$ cat config.mk
export PLATFORM = sky130hd
export DESIGN_NAME = output_neuron_sequencer
export DESIGN_NICKNAME = d
export VERILOG_FILES = /design/src/rtl/nn_ctrl_pkg.sv /design/src/rtl/wrap_counter.sv /design/src/rtl/output_neuron_sequencer.sv
export SDC_FILE = /design/constraint.sdc
export NUM_CORES = 1
export LEC_CHECK = 0
export ABC_AREA = 1
export CAP_MARGIN = 15
export CELL_PAD_IN_SITES_DETAIL_PLACEMENT = 0
export CELL_PAD_IN_SITES_GLOBAL_PLACEMENT = 2
export CORE_MARGIN = 2
export CORE_UTILIZATION = 22
export CTS_CLUSTER_SIZE = 12
export DETAILED_ROUTE_END_ITERATION = 10
export PLACE_DENSITY = 0.95
export SYNTH_ARGS = -nofsm -noshare
export SYNTH_HDL_FRONTEND = slang
export SYNTH_HIERARCHICAL = 1
export SYNTH_SLANG_ARGS = --single-unit
$ cat constraint.sdc
create_clock -name clk -period 3.1 [get_ports clk]
set_input_delay 0.62 -clock clk [delete_from_list [all_inputs] [get_ports clk]]
set_output_delay 0.62 -clock clk [all_outputs]
set_load 0.02 [all_outputs]
$ cat src/rtl/nn_ctrl_pkg.sv
// Shared types and defaults for the output-neuron control slice.
package nn_ctrl_pkg;

  localparam int DEF_DATA_W      = 16;
  localparam int DEF_NUM_WEIGHTS = 3;
  localparam int LAST_ADDR       = DEF_NUM_WEIGHTS - 1;

  typedef enum logic [1:0] {
    UNLOADED = 2'd0,
    LOAD     = 2'd1,
    READY    = 2'd2,
    OUT      = 2'd3
  } nn_state_t;

endpackage

$ cat src/rtl/wrap_counter.sv
// Up-counter that wraps to zero after MAX; clear has priority over increment.
module wrap_counter #(
  parameter int           W   = 2,
  parameter logic [W-1:0] MAX = '1
) (
  input  logic         clk,
  input  logic         rst,
  input  logic         i_inc,
  input  logic         i_clr,
  output logic [W-1:0] o_cnt
);

  logic [W-1:0] r_cnt;

  always_ff @(posedge clk) begin
    if (rst || i_clr) begin
      r_cnt <= '0;
    end else if (i_inc) begin
      r_cnt <= (r_cnt == MAX) ? '0 : r_cnt + 1'b1;
    end
  end

  assign o_cnt = r_cnt;

endmodule

$ cat src/rtl/output_neuron_sequencer.sv
// Loads the output neuron's weight file from the host stream and fires one inference
// per accepted activation set, holding the score valid until downstream takes it.
//
//  state    | meaning
//  UNLOADED | no weights resident since reset; waiting for word 0
//  LOAD     | mid-burst; weight set incomplete, neuron may not fire
//  READY    | full weight set resident; accepts activations or a reload
//  OUT      | score valid, waiting for score_ready
module output_neuron_sequencer
  import nn_ctrl_pkg::*;
#(
  parameter int DATA_W      = DEF_DATA_W,
  parameter int NUM_WEIGHTS = DEF_NUM_WEIGHTS,
  parameter int ADDR_W      = 2,
  parameter int CNT_W       = 16
) (
  input  logic              clk,
  input  logic              rst,
  input  logic              i_cfg_valid,
  output logic              o_cfg_ready,
  input  logic [DATA_W-1:0] i_cfg_data,
  input  logic              i_act_valid,
  output logic              o_act_ready,
  output logic              o_nrn_wen,
  output logic [ADDR_W-1:0] o_nrn_weight_addr,
  output logic [DATA_W-1:0] o_nrn_weight_in,
  output logic              o_nrn_en,
  output logic              o_score_valid,
  input  logic              i_score_ready,
  output logic              o_weights_loaded,
  output logic [CNT_W-1:0]  o_infer_count
);

  localparam logic [ADDR_W-1:0] W_LAST = ADDR_W'(NUM_WEIGHTS - 1);

  nn_state_t         r_state;
  nn_state_t         w_next;
  logic              r_loaded;
  logic              w_loaded_nxt;
  logic [ADDR_W-1:0] w_waddr;
  logic              w_cfg_ready;
  logic              w_act_ready;
  logic              w_wr;
  logic              w_fire;
  logic              w_take;
  logic              w_last;

  always_ff @(posedge clk) begin
    if (rst) begin
      r_state  <= UNLOADED;
      r_loaded <= 1'b0;
    end else begin
      r_state  <= w_next;
      r_loaded <= w_loaded_nxt;
    end
  end

  assign w_last = (w_waddr == W_LAST);

  // Activation beats a simultaneous reload so the resident set is used before it is replaced.
  always_comb begin
    w_next       = r_state;
    w_loaded_nxt = r_loaded;
    w_cfg_ready  = 1'b0;
    w_act_ready  = 1'b0;
    w_fire       = 1'b0;
    w_take       = 1'b0;
    case (r_state)
      UNLOADED, LOAD: w_cfg_ready = 1'b1;
      READY: begin
        w_act_ready = r_loaded;
        w_fire      = r_loaded && i_act_valid;
        w_cfg_ready = !w_fire;
      end
      OUT:     w_take = i_score_ready;
      default: ;
    endcase
    w_wr = i_cfg_valid && w_cfg_ready;
    if (w_fire) begin
      w_next = OUT;
    end else if (w_wr) begin
      w_loaded_nxt = w_last;
      w_next       = w_last ? READY : LOAD;
    end else if (w_take) begin
      w_next = READY;
    end
  end

  wrap_counter #(
    .W   (ADDR_W),
    .MAX (W_LAST)
  ) u_waddr (
    .clk   (clk),
    .rst   (rst),
    .i_inc (w_wr),
    .i_clr (1'b0),
    .o_cnt (w_waddr)
  );

  wrap_counter #(
    .W   (CNT_W),
    .MAX ({CNT_W{1'b1}})
  ) u_infer_cnt (
    .clk   (clk),
    .rst   (rst),
    .i_inc (w_take),
    .i_clr (1'b0),
    .o_cnt (o_infer_count)
  );

  assign o_cfg_ready       = w_cfg_ready;
  assign o_act_ready       = w_act_ready;
  assign o_nrn_wen         = w_wr;
  assign o_nrn_weight_addr = w_wr ? w_waddr : '0;
  assign o_nrn_weight_in   = w_wr ? i_cfg_data : '0;
  assign o_nrn_en          = w_fire;
  assign o_score_valid     = (r_state == OUT);
  assign o_weights_loaded  = r_loaded;

endmodule

Word level (Yosys, flattened, before mapping)

Cells that the tools add are included.

Add/sub/neg operators: 2
$mul: 0
Div/mod/pow operators: 0
$lt $le $gt $ge: 0
Equality and inequality tests: 5
Shift operators: 0
Multiplexer cells: 12
Bitwise gates (word level): 1
Reductions and logical operators: 7

Operator list:

| cell                    | number |
|---|---|
| $mux W16                | 2 |
| $add A16 B1 Y16 const B | 1 |
| $eq A16 B16 Y1 const B  | 1 |
| $mux W2                 | 6 |
| $eq A2 B2 Y1 const B    | 3 |
| $mux W1                 | 3 |
| $reduce_bool A3 Y1      | 1 |
| $add A2 B1 Y2 const B   | 1 |
| $eq A2 B1 Y1 const B    | 1 |
| $logic_and A1 B1 Y1     | 2 |
| $logic_not A2 Y1        | 1 |
| $pmux W1 S2             | 1 |
| $reduce_and A2 Y1       | 1 |
| $reduce_or A2 Y1        | 1 |
| $logic_not A1 Y1        | 1 |
| $not A1 Y1              | 1 |

Bits in registers: 21
Bits in latches: 0
Bits in writable memories: 0
Memory bits (read-only): 0
Input port bits: 21
Memories kept: 0

Depth between registers and ports, before layout

Gate-level depths: netlist of the first run.

Depth in word-level cells: 6
Depth in mapped cells: 10

Cells and area by module

Netlist of the first run, hierarchy kept.

Modules (own cells, without submodules):

| module                      | times used | cells each | area an instance (um2) |
|---|---|---|---|
| wrap_counter at u_infer_cnt | 1          | 120        | 865.8 |
| output_neuron_sequencer     | 1          | 70         | 354.1 |
| wrap_counter at u_waddr     | 1          | 13         | 85.1 |

Worst setup path before layout of the first run

No wires, ideal clock.

Path kind: input port to output port
From: input i_act_valid
To: output o_nrn_weight_in[10]
Arrival: 1.245 ns
Data required time: 2.480 ns
Path slack: 1.235 ns
Stages on the path: 4
Buffers on the path: 1
Cells stage by stage: nand3_2 > nand3_2 > buf_4 > nor2_1

Word-level cells in the longest chain between the ends: 5

RTL lines:

| element             | RTL line                       | text |
|---|---|---|
| start: declaration  | output_neuron_sequencer.sv:22  | `input logic i_act_valid,` |
| $logic_and A1 B1 Y1 | output_neuron_sequencer.sv:72  | `w_fire = r_loaded && i_act_valid;` |
| $logic_not A1 Y1    | output_neuron_sequencer.sv:73  | `w_cfg_ready = !w_fire;` |
| $pmux W1 S2         | output_neuron_sequencer.sv:68  | `case (r_state)` |
| $logic_and A1 B1 Y1 | output_neuron_sequencer.sv:78  | `w_wr = i_cfg_valid && w_cfg_ready;` |
| $mux W16            | output_neuron_sequencer.sv:115 | `assign o_nrn_weight_in = w_wr ? i_cfg_data : '0;` |
| end: declaration    | output_neuron_sequencer.sv:26  | `output logic [DATA_W-1:0] o_nrn_weight_in,` |

No other way between the ends.

Worst setup path after layout of the first run

From: input i_act_valid
To: output o_nrn_weight_in[11]

Same word-level chain as after synthesis.

==> results of run 1 <==
layout make-up:
type                       instances  share of cell area, %
clock buffer                       4                  2.203
inverter                          41                  7.589
multi-input combinational        139                  34.58
sequential                        21                  20.56
tap                               75                  4.590
timing repair buffer              63                  30.48
registers in the layout, indices dropped and copies added (netlist names):
name	flops
u_infer_cnt/o_cnt	16
r_state	2
o_weights_loaded	1
u_waddr/o_cnt	2
per-layer routing:
metal  track usage, %  wire, µm
met1            15.34      1692
met2            17.77      1562
met3            2.556       146
met4            1.525        12
met5                0         0
layout by cell type (no fill, tap or decap), types with 4 or more instances in the layout:
cell type | Yosys | layout
sky130_fd_sc_hd__nand3_1 | 9 | 9
sky130_fd_sc_hd__nor2_1 | 49 | 49
sky130_fd_sc_hd__nand2_2 | 4 | 4
sky130_fd_sc_hd__inv_1 | 39 | 39
sky130_fd_sc_hd__dfxtp_1 | 21 | 21
sky130_fd_sc_hd__nor2_4 | 4 | 4
sky130_fd_sc_hd__nand2_1 | 38 | 38
sky130_fd_sc_hd__clkdlybuf4s50_1 | 0 | 60
sky130_fd_sc_hd__a21oi_1 | 5 | 5
sky130_fd_sc_hd__nor2_2 | 5 | 5
worst min-delay path by stage:
stage	from	to	slack [ps]	cells past startpoint
after floorplan	u_waddr/o_cnt[1]	u_waddr/o_cnt[1]	480	2
after global placement	o_weights_loaded	o_weights_loaded	520	2
after detailed placement	o_weights_loaded	o_weights_loaded	510	2
after CTS	o_weights_loaded	o_weights_loaded	530	2
after global routing	u_waddr/o_cnt[1]	u_waddr/o_cnt[1]	560	2
final	o_weights_loaded	o_weights_loaded	530	2
power groups by stage:
| stage | Clock [mW] | Sequential, mW | Combinational [mW] |
|---|---|---|---|
| floorplan | 0 | 0.284 | 0.0569 |
| global placement | 0 | 0.284 | 0.120 |
| detailed placement | 0 | 0.284 | 0.120 |
| CTS | 0.192 | 0.277 | 0.121 |
| global route | 0.204 | 0.278 | 0.131 |
| finish | 0.181 | 0.277 | 0.120 |
per-stage QoR:
stage | cells | setup WS (ps) | power, mW | hold slack [ps]
2_1_floorplan | 204 | 1235 | 0.3409 | 480.2
3_3_place_gp | 339 | 179.8 | 0.4041 | 515.6
3_5_place_dp | 339 | 151.7 | 0.4040 | 513.1
4_1_cts | 343 | 146.6 | 0.5898 | 528.9
5_1_grt | 343 | 13.56 | 0.6124 | 564.2
6_report | 343 | 155.9 | 0.5778 | 530.8
cells by family after synthesis:
logic type,synth area share (%)
other cells,0.2874
xor+xnor,3.356
buf+inv,13.90
compound gates,5.657
fa+ha+maj,0.9586
mux,0.7670
flops,32.21
simple gates,42.86
worst max-delay path, delay by kind of cell:
kind / cells / cell delay [ps]
buffers and inverters: 2 / 1070
AND/OR/NAND/NOR: 3 / 620
==> results.md, run 1 <==
| Stage | Metric | Reported |
|:---|:---|:---|
| drt | First-pass detailed-route iteration total | 4 |
| place | Total cell area at the placement stage | 1999 µm² |
| layout | Total non-filler cell area in the finished layout | 2044 µm² |
| clock network | Clock tree root buffer cell | sky130_fd_sc_hd__clkbuf_8 |
| logic synthesis | Yosys synthesis warning count | 6 |
| power | Switching portion of total power | 26.16% |
| power | Share of power burned in the clock network | 31.3% |
| layout | Layout fillers | 658 |
| logic synthesis | Number of flops mapped to enable cells by yosys | 0 |
| place | Detail Placement HPWL | 2.759 mm |
| place | PortBufs | 60 |
| drt | Wire length per cell after detailed routing | 9.953 µm |
| logic synthesis | Avg Synthesized Cell Area | 6.429 µm² |
| power | Power density of the placed cells | 282.6 nW/µm² |
| floorplanning | I/O pin count | 61 |
| critical path | Worst Path Arrival | 2320 ps |
| critical path | Worst reg-to-reg path cell count | 10 |
| timing | Summed negative setup slack over all endpoints | 0 ps |
| floorplanning | Total die area | 6564 µm² |
| timing | Count of final max-slew check failures | 0 |
| drt | Final antenna-violating net count | 0 |
| clock network | H-tree levels | 1 |
| critical path | Data required, critical path | 2480 ps |
| clock network | Sinks on the clock net | 21 |
| floorplanning | Core footprint | 5816 µm² |
| power | Combinational power share | 20.8% |
| logic synthesis | Yosys top cell area share | 32.21% |
| power | Design internal power | 426.6 µW |
| layout | Area of the multi-input gates | 706.9 µm² |
| timing | Number of hold violations in the final report | 0 |
| layout | Post-layout util | 35.15% |
| critical path | Worst reg-to-reg setup slack | 1560 ps |
| grt | Global route total overflow | 0 |
| worst hold path | Path class of the lowest-slack min-delay path | reg2reg |
| clock network | Clock-pin slew on the worst setup and hold paths | 80 ps |
| drt | Via count of the routed design | 1,342 |
| timing | Setup skew after layout | 1.381 ps |
| clock network | Number of hold buffers added after cts | 0 |
| critical path | Critical Path End Type | output port |
| clock network | Number of buffers created by CTS | 3 |
| clock network | Number of gates resized after cts | 0 |
| logic synthesis | Sequential-to-total area share from yosys stat | 32.21% |
| floorplanning | Std-Cell Rows | 28 |
| drt | DR DRC count | 0 |
| timing | Final setup vio count | 0 |
| drt | Initial DRC count | 43 |
| clock network | Maximum buffer depth of the clock tree | 2 |
| layout | Final-stage net count | 291 |
| logic synthesis | Cell area after synthesis | 1305 µm² |
| logic synthesis | Cell count after synthesis | 203 |
| clock network | CTS tree | done |
| critical path | End point of the critical path | o_nrn_weight_in[11] |
| floorplanning | Chip width | 81.02 µm |
| grt | Global-route wire length before repair | 5.809 mm |
| grt | Overall global routing resource usage | 11.03% |
| critical path | Startpoint of the worst setup timing path | i_act_valid |
| clock network | Setup bufs post-CTS | 0 |
| place | Final RePlAce weighted congestion | 0.7611 |
| floorplanning | Starting Density | 22.44% |
| layout | Area overhead of the layout relative to synthesis | 56.66% |
| run | Max Cap Viol | 0 |
| timing | Setup repair after global routing missed its margin | false |
| logic synthesis | Top flip-flop cell by instance count after synthesis | sky130_fd_sc_hd__dfxtp_1 |
| outcome | Outcome | completed |
| logic synthesis | Post-synth top cells | sky130_fd_sc_hd__nor2_1 (49), sky130_fd_sc_hd__inv_1 (39), sky130_fd_sc_hd__nand2_1 (38) |
| logic synthesis | Fraction of synthesis flops using an asynchronous set or reset pin | 0% |
| critical path | Worst flop-to-flop path endpoint | u_infer_cnt/o_cnt[12] |
| timing | Final worst path period share | 94.97% |
| logic synthesis | #FFs+latches synth | 21 |
| drt | Overall routed net length | 3.414 mm |
| power | Reg power frac | 48.0% |
| grt | Pin count of the biggest net entering global routing | 21 |
| layout | Share of layout cells above drive strength 1 | 10.45% |
| grt | Via count of the first global-routing pass | 1,208 |
| logic synthesis | Cell type with the highest aggregate area in the netlist | sky130_fd_sc_hd__dfxtp_1 |
| floorplanning | Die Span Y | 81.02 µm |
| power | Net Switching | 151.2 µW |
| timing | F_max | 339.7 MHz |
| clock network | Clock latency of the later-clocked register in the worst-skew pair | 260 ps |
| drt | Number of vias per cell after detailed routing | 3.913 |
| critical path | Worst-path maximum fanout | 20 |
| critical path | Maximum single-stage delay on the critical path | 630 ps |
| power | Largest voltage drop on the vdd net | 0.2266 mV |
| logic synthesis | Post-synth cell types | 30 |
| grt | Number of antenna violations at the first check in global routing | 0 |
| power | Leak Pwr | 0.8425 nW |
| logic synthesis | Main area contributors after synthesis | sky130_fd_sc_hd__dfxtp_1 (32%), sky130_fd_sc_hd__nor2_1 (14%), sky130_fd_sc_hd__inv_1 (11%), sky130_fd_sc_hd__nand2_1 (11%), sky130_fd_sc_hd__nand3_1 (3.5%) |
| layout | Number of diodes | 0 |
| critical path | Critical-path cell list | clkdlybuf4s50_1, nand3_2, nand3_2, nor2_1, clkdlybuf4s50_1 |
| critical path | Critical Path Source Type | input pin |
| layout | Storage cell area | 420.4 µm² |
| critical path | Type of the setup path with the least slack | in2out |
| critical path | Launch point of the worst reg-to-reg path | r_state[1] |
| critical path | Master of the slowest instance on the critical path | sky130_fd_sc_hd__clkdlybuf4s50_1 |
| logic synthesis | Most used standard cell by instance count after synthesis | sky130_fd_sc_hd__nor2_1 |
| timing | Tmin final | 2944 ps |
(Power assumes the default switching activity.)
==> run 2: changes to the inputs <==
- GPL_ROUTABILITY_DRIVEN: unset -> 0
- GPL_TIMING_DRIVEN: unset -> 0
- HOLD_SLACK_MARGIN: unset -> 0.06
==> results.md, run 2 (same netlist as run 1, synthesis figures left out) <==
| Stage | Metric | Reported |
|:---|:---|:---|
| drt | Number of vias per cell after detailed routing | 3.930 |
| critical path | Worst path bufs/invs | 4 |
| grt | Via count of the first global-routing pass | 1,288 |
| clock network | Number of hold buffers added after cts | 0 |
| grt | Pin count of the biggest net entering global routing | 12 |
| timing | Number of hold violations in the final report | 0 |
| clock network | Number of buffers created by CTS | 3 |
| layout | Area overhead of the layout relative to synthesis | 56.95% |
| critical path | Maximum single-stage delay on the critical path | 630 ps |
| clock network | Clock-pin slew on the worst setup and hold paths | 80 ps |
| drt | Initial DRC count | 40 |
| critical path | Critical Path Source Type | input pin |
| grt | Global route total overflow | 0 |
| outcome | Outcome | completed |
| timing | Tmin final | 2850 ps |
| critical path | Data required, critical path | 2480 ps |
| power | Switching portion of total power | 26.48% |
| timing | Final setup vio count | 0 |
| drt | DR DRC count | 0 |
| critical path | Top delay family on crit path | buffers and inverters |
| drt | Via count of the routed design | 1,348 |
| drt | Final antenna-violating net count | 0 |
| critical path | Worst-path maximum fanout | 10 |
| power | Combinational power share | 20.8% |
| power | Leak Pwr | 0.8437 nW |
| floorplanning | Std-Cell Rows | 28 |
| worst hold path | Hold wc startpoint | o_weights_loaded |
| floorplanning | Total die area | 6564 µm² |
| clock network | Setup bufs post-CTS | 0 |
| timing | Setup repair after global routing missed its margin | false |
| layout | Final non-filler cell total | 343 |
| grt | Global-route wire length before repair | 5.823 mm |
| power | Reg power frac | 47.6% |
| layout | Share of layout cells above drive strength 1 | 10.45% |
| power | Share of power burned in the clock network | 31.5% |
| critical path | Critical-path cell list | clkdlybuf4s50_1, nand3_2, nand3_2, buf_4, inv_1, clkdlybuf4s50_1 |
| power | Design internal power | 427.5 µW |
| drt | Wire length per cell after detailed routing | 9.895 µm |
| place | Detail Placement HPWL | 2.776 mm |
| critical path | Startpoint of the worst setup timing path | i_act_valid |
| power | Largest voltage drop on the vdd net | 0.1378 mV |
| timing | Count of final max-slew check failures | 0 |
| worst hold path | Path class of the lowest-slack min-delay path | reg2reg |
| layout | Flip-flop count of the largest register, all copies and words added | 16 |
| layout | Number of diodes | 0 |
| critical path | Critical Path End Type | output port |
| clock network | Maximum buffer depth of the clock tree | 2 |
| floorplanning | I/O pin count | 61 |
| timing | Summed negative setup slack over all endpoints | 0 ps |
| clock network | Clock tree root buffer cell | sky130_fd_sc_hd__clkbuf_8 |
| clock network | H-tree levels | 1 |
| grt | Overall global routing resource usage | 11.30% |
| layout | Most common library cell in the layout ignoring fill and taps | sky130_fd_sc_hd__clkdlybuf4s50_1 |
| clock network | Number of gates resized after cts | 0 |
| power | Power density of the placed cells | 283.9 nW/µm² |
| place | Instance count after placement with tap cells included | 339 |
| timing | Setup skew after layout | 1.948 ps |
| drt | Overall routed net length | 3.394 mm |
| place | PortBufs | 60 |
| power | Net Switching | 154.0 µW |
| critical path | Worst Path Arrival | 2230 ps |
| grt | Number of antenna violations at the first check in global routing | 0 |
| clock network | CTS tree | done |
| floorplanning | Starting Density | 22.44% |
| floorplanning | Die Span Y | 81.02 µm |
| drt | First-pass detailed-route iteration total | 4 |
| clock network | Sinks on the clock net | 21 |
| critical path | Launch point of the worst reg-to-reg path | r_state[1] |
| critical path | Worst reg-to-reg setup slack | 1560 ps |
| run | Max Cap Viol | 0 |
| floorplanning | Chip width | 81.02 µm |
| clock network | Clock latency of the later-clocked register in the worst-skew pair | 260 ps |
| timing | Final worst path period share | 91.94% |
| layout | Final-stage net count | 291 |
| timing | F_max | 350.9 MHz |
| critical path | Master of the slowest instance on the critical path | sky130_fd_sc_hd__clkdlybuf4s50_1 |
| floorplanning | Core footprint | 5816 µm² |
| critical path | Type of the setup path with the least slack | in2out |
| layout | Commonest cells after routing, fill and taps aside | sky130_fd_sc_hd__clkdlybuf4s50_1 (60), sky130_fd_sc_hd__nor2_1 (49), sky130_fd_sc_hd__inv_1 (39) |
-- run 2: cell counts in the layout (fill, tap and decap cells not counted) --
No cell type changed its count.
-- run 2: final timing paths --
| path | endpoint | cells past startpoint |
|---|---|---|
| worst max-delay path | o_nrn_wen | 6 |
| worst min-delay path | o_weights_loaded | 2 |
| worst max register to register | u_infer_cnt/o_cnt[12] | 10 |
| worst min register to register | o_weights_loaded | 2 |
-- run 2: power by group through the flow --
stage               clock network (mW)  registers [mW]  logic (mW)
finish                           0.183           0.277       0.121
global route                     0.205           0.278       0.132
CTS                              0.197           0.277       0.123
detailed placement                   0           0.284       0.122
global placement                     0           0.284       0.122
floorplan                            0           0.284      0.0569
-- run 2: final cells by class --
class	count	area [µm²]
well taps	75	93.84
clock buffers	4	45.04
repair buffers	60	600.6
plain buffers	3	26.28
flip-flops and latches	21	420.4
inverters	41	155.1
multi-input cells	139	706.9
fillers	662	3767
-- run 2: worst register-to-register path, stage by stage, from the launching register on --
cell and delay, ps:
sky130_fd_sc_hd__dfxtp_1 400, sky130_fd_sc_hd__nand2_2 120, sky130_fd_sc_hd__nor2_1 110, sky130_fd_sc_hd__buf_4 180, sky130_fd_sc_hd__nand3_1 100, sky130_fd_sc_hd__nor2_2 200, sky130_fd_sc_hd__nand2_2 110, sky130_fd_sc_hd__nor2_1 100
sky130_fd_sc_hd__nand2_1 50, sky130_fd_sc_hd__nand2_1 50, sky130_fd_sc_hd__nor2_1 30
-- run 2: metal layers --
| layer | wire length, µm | share of wire, % | global-route usage (%) |
|---|---|---|---|
| met4 | 68 | 2.0 | 4.068 |
| met5 | 0 | 0 | 0 |
| met1 | 1600 | 47 | 13.90 |
| met3 | 135 | 4.0 | 2.444 |
| met2 | 1590 | 47 | 19.34 |
-- run 2: through the flow --
stage,power [mW],hold WS (ps),setup slack [ps],area (µm²),utilization (%)
after floorplan,0.3409,480.2,1235,1309,-
after global placement,0.4055,510.0,233.6,2003,34.44
after detailed placement,0.4057,521.5,242.9,2003,34.44
after CTS,0.5971,535.4,235.5,2048,35.22
after global routing,0.6144,553.3,172.7,2048,35.22
final,0.5815,529.8,250.0,2048,35.22
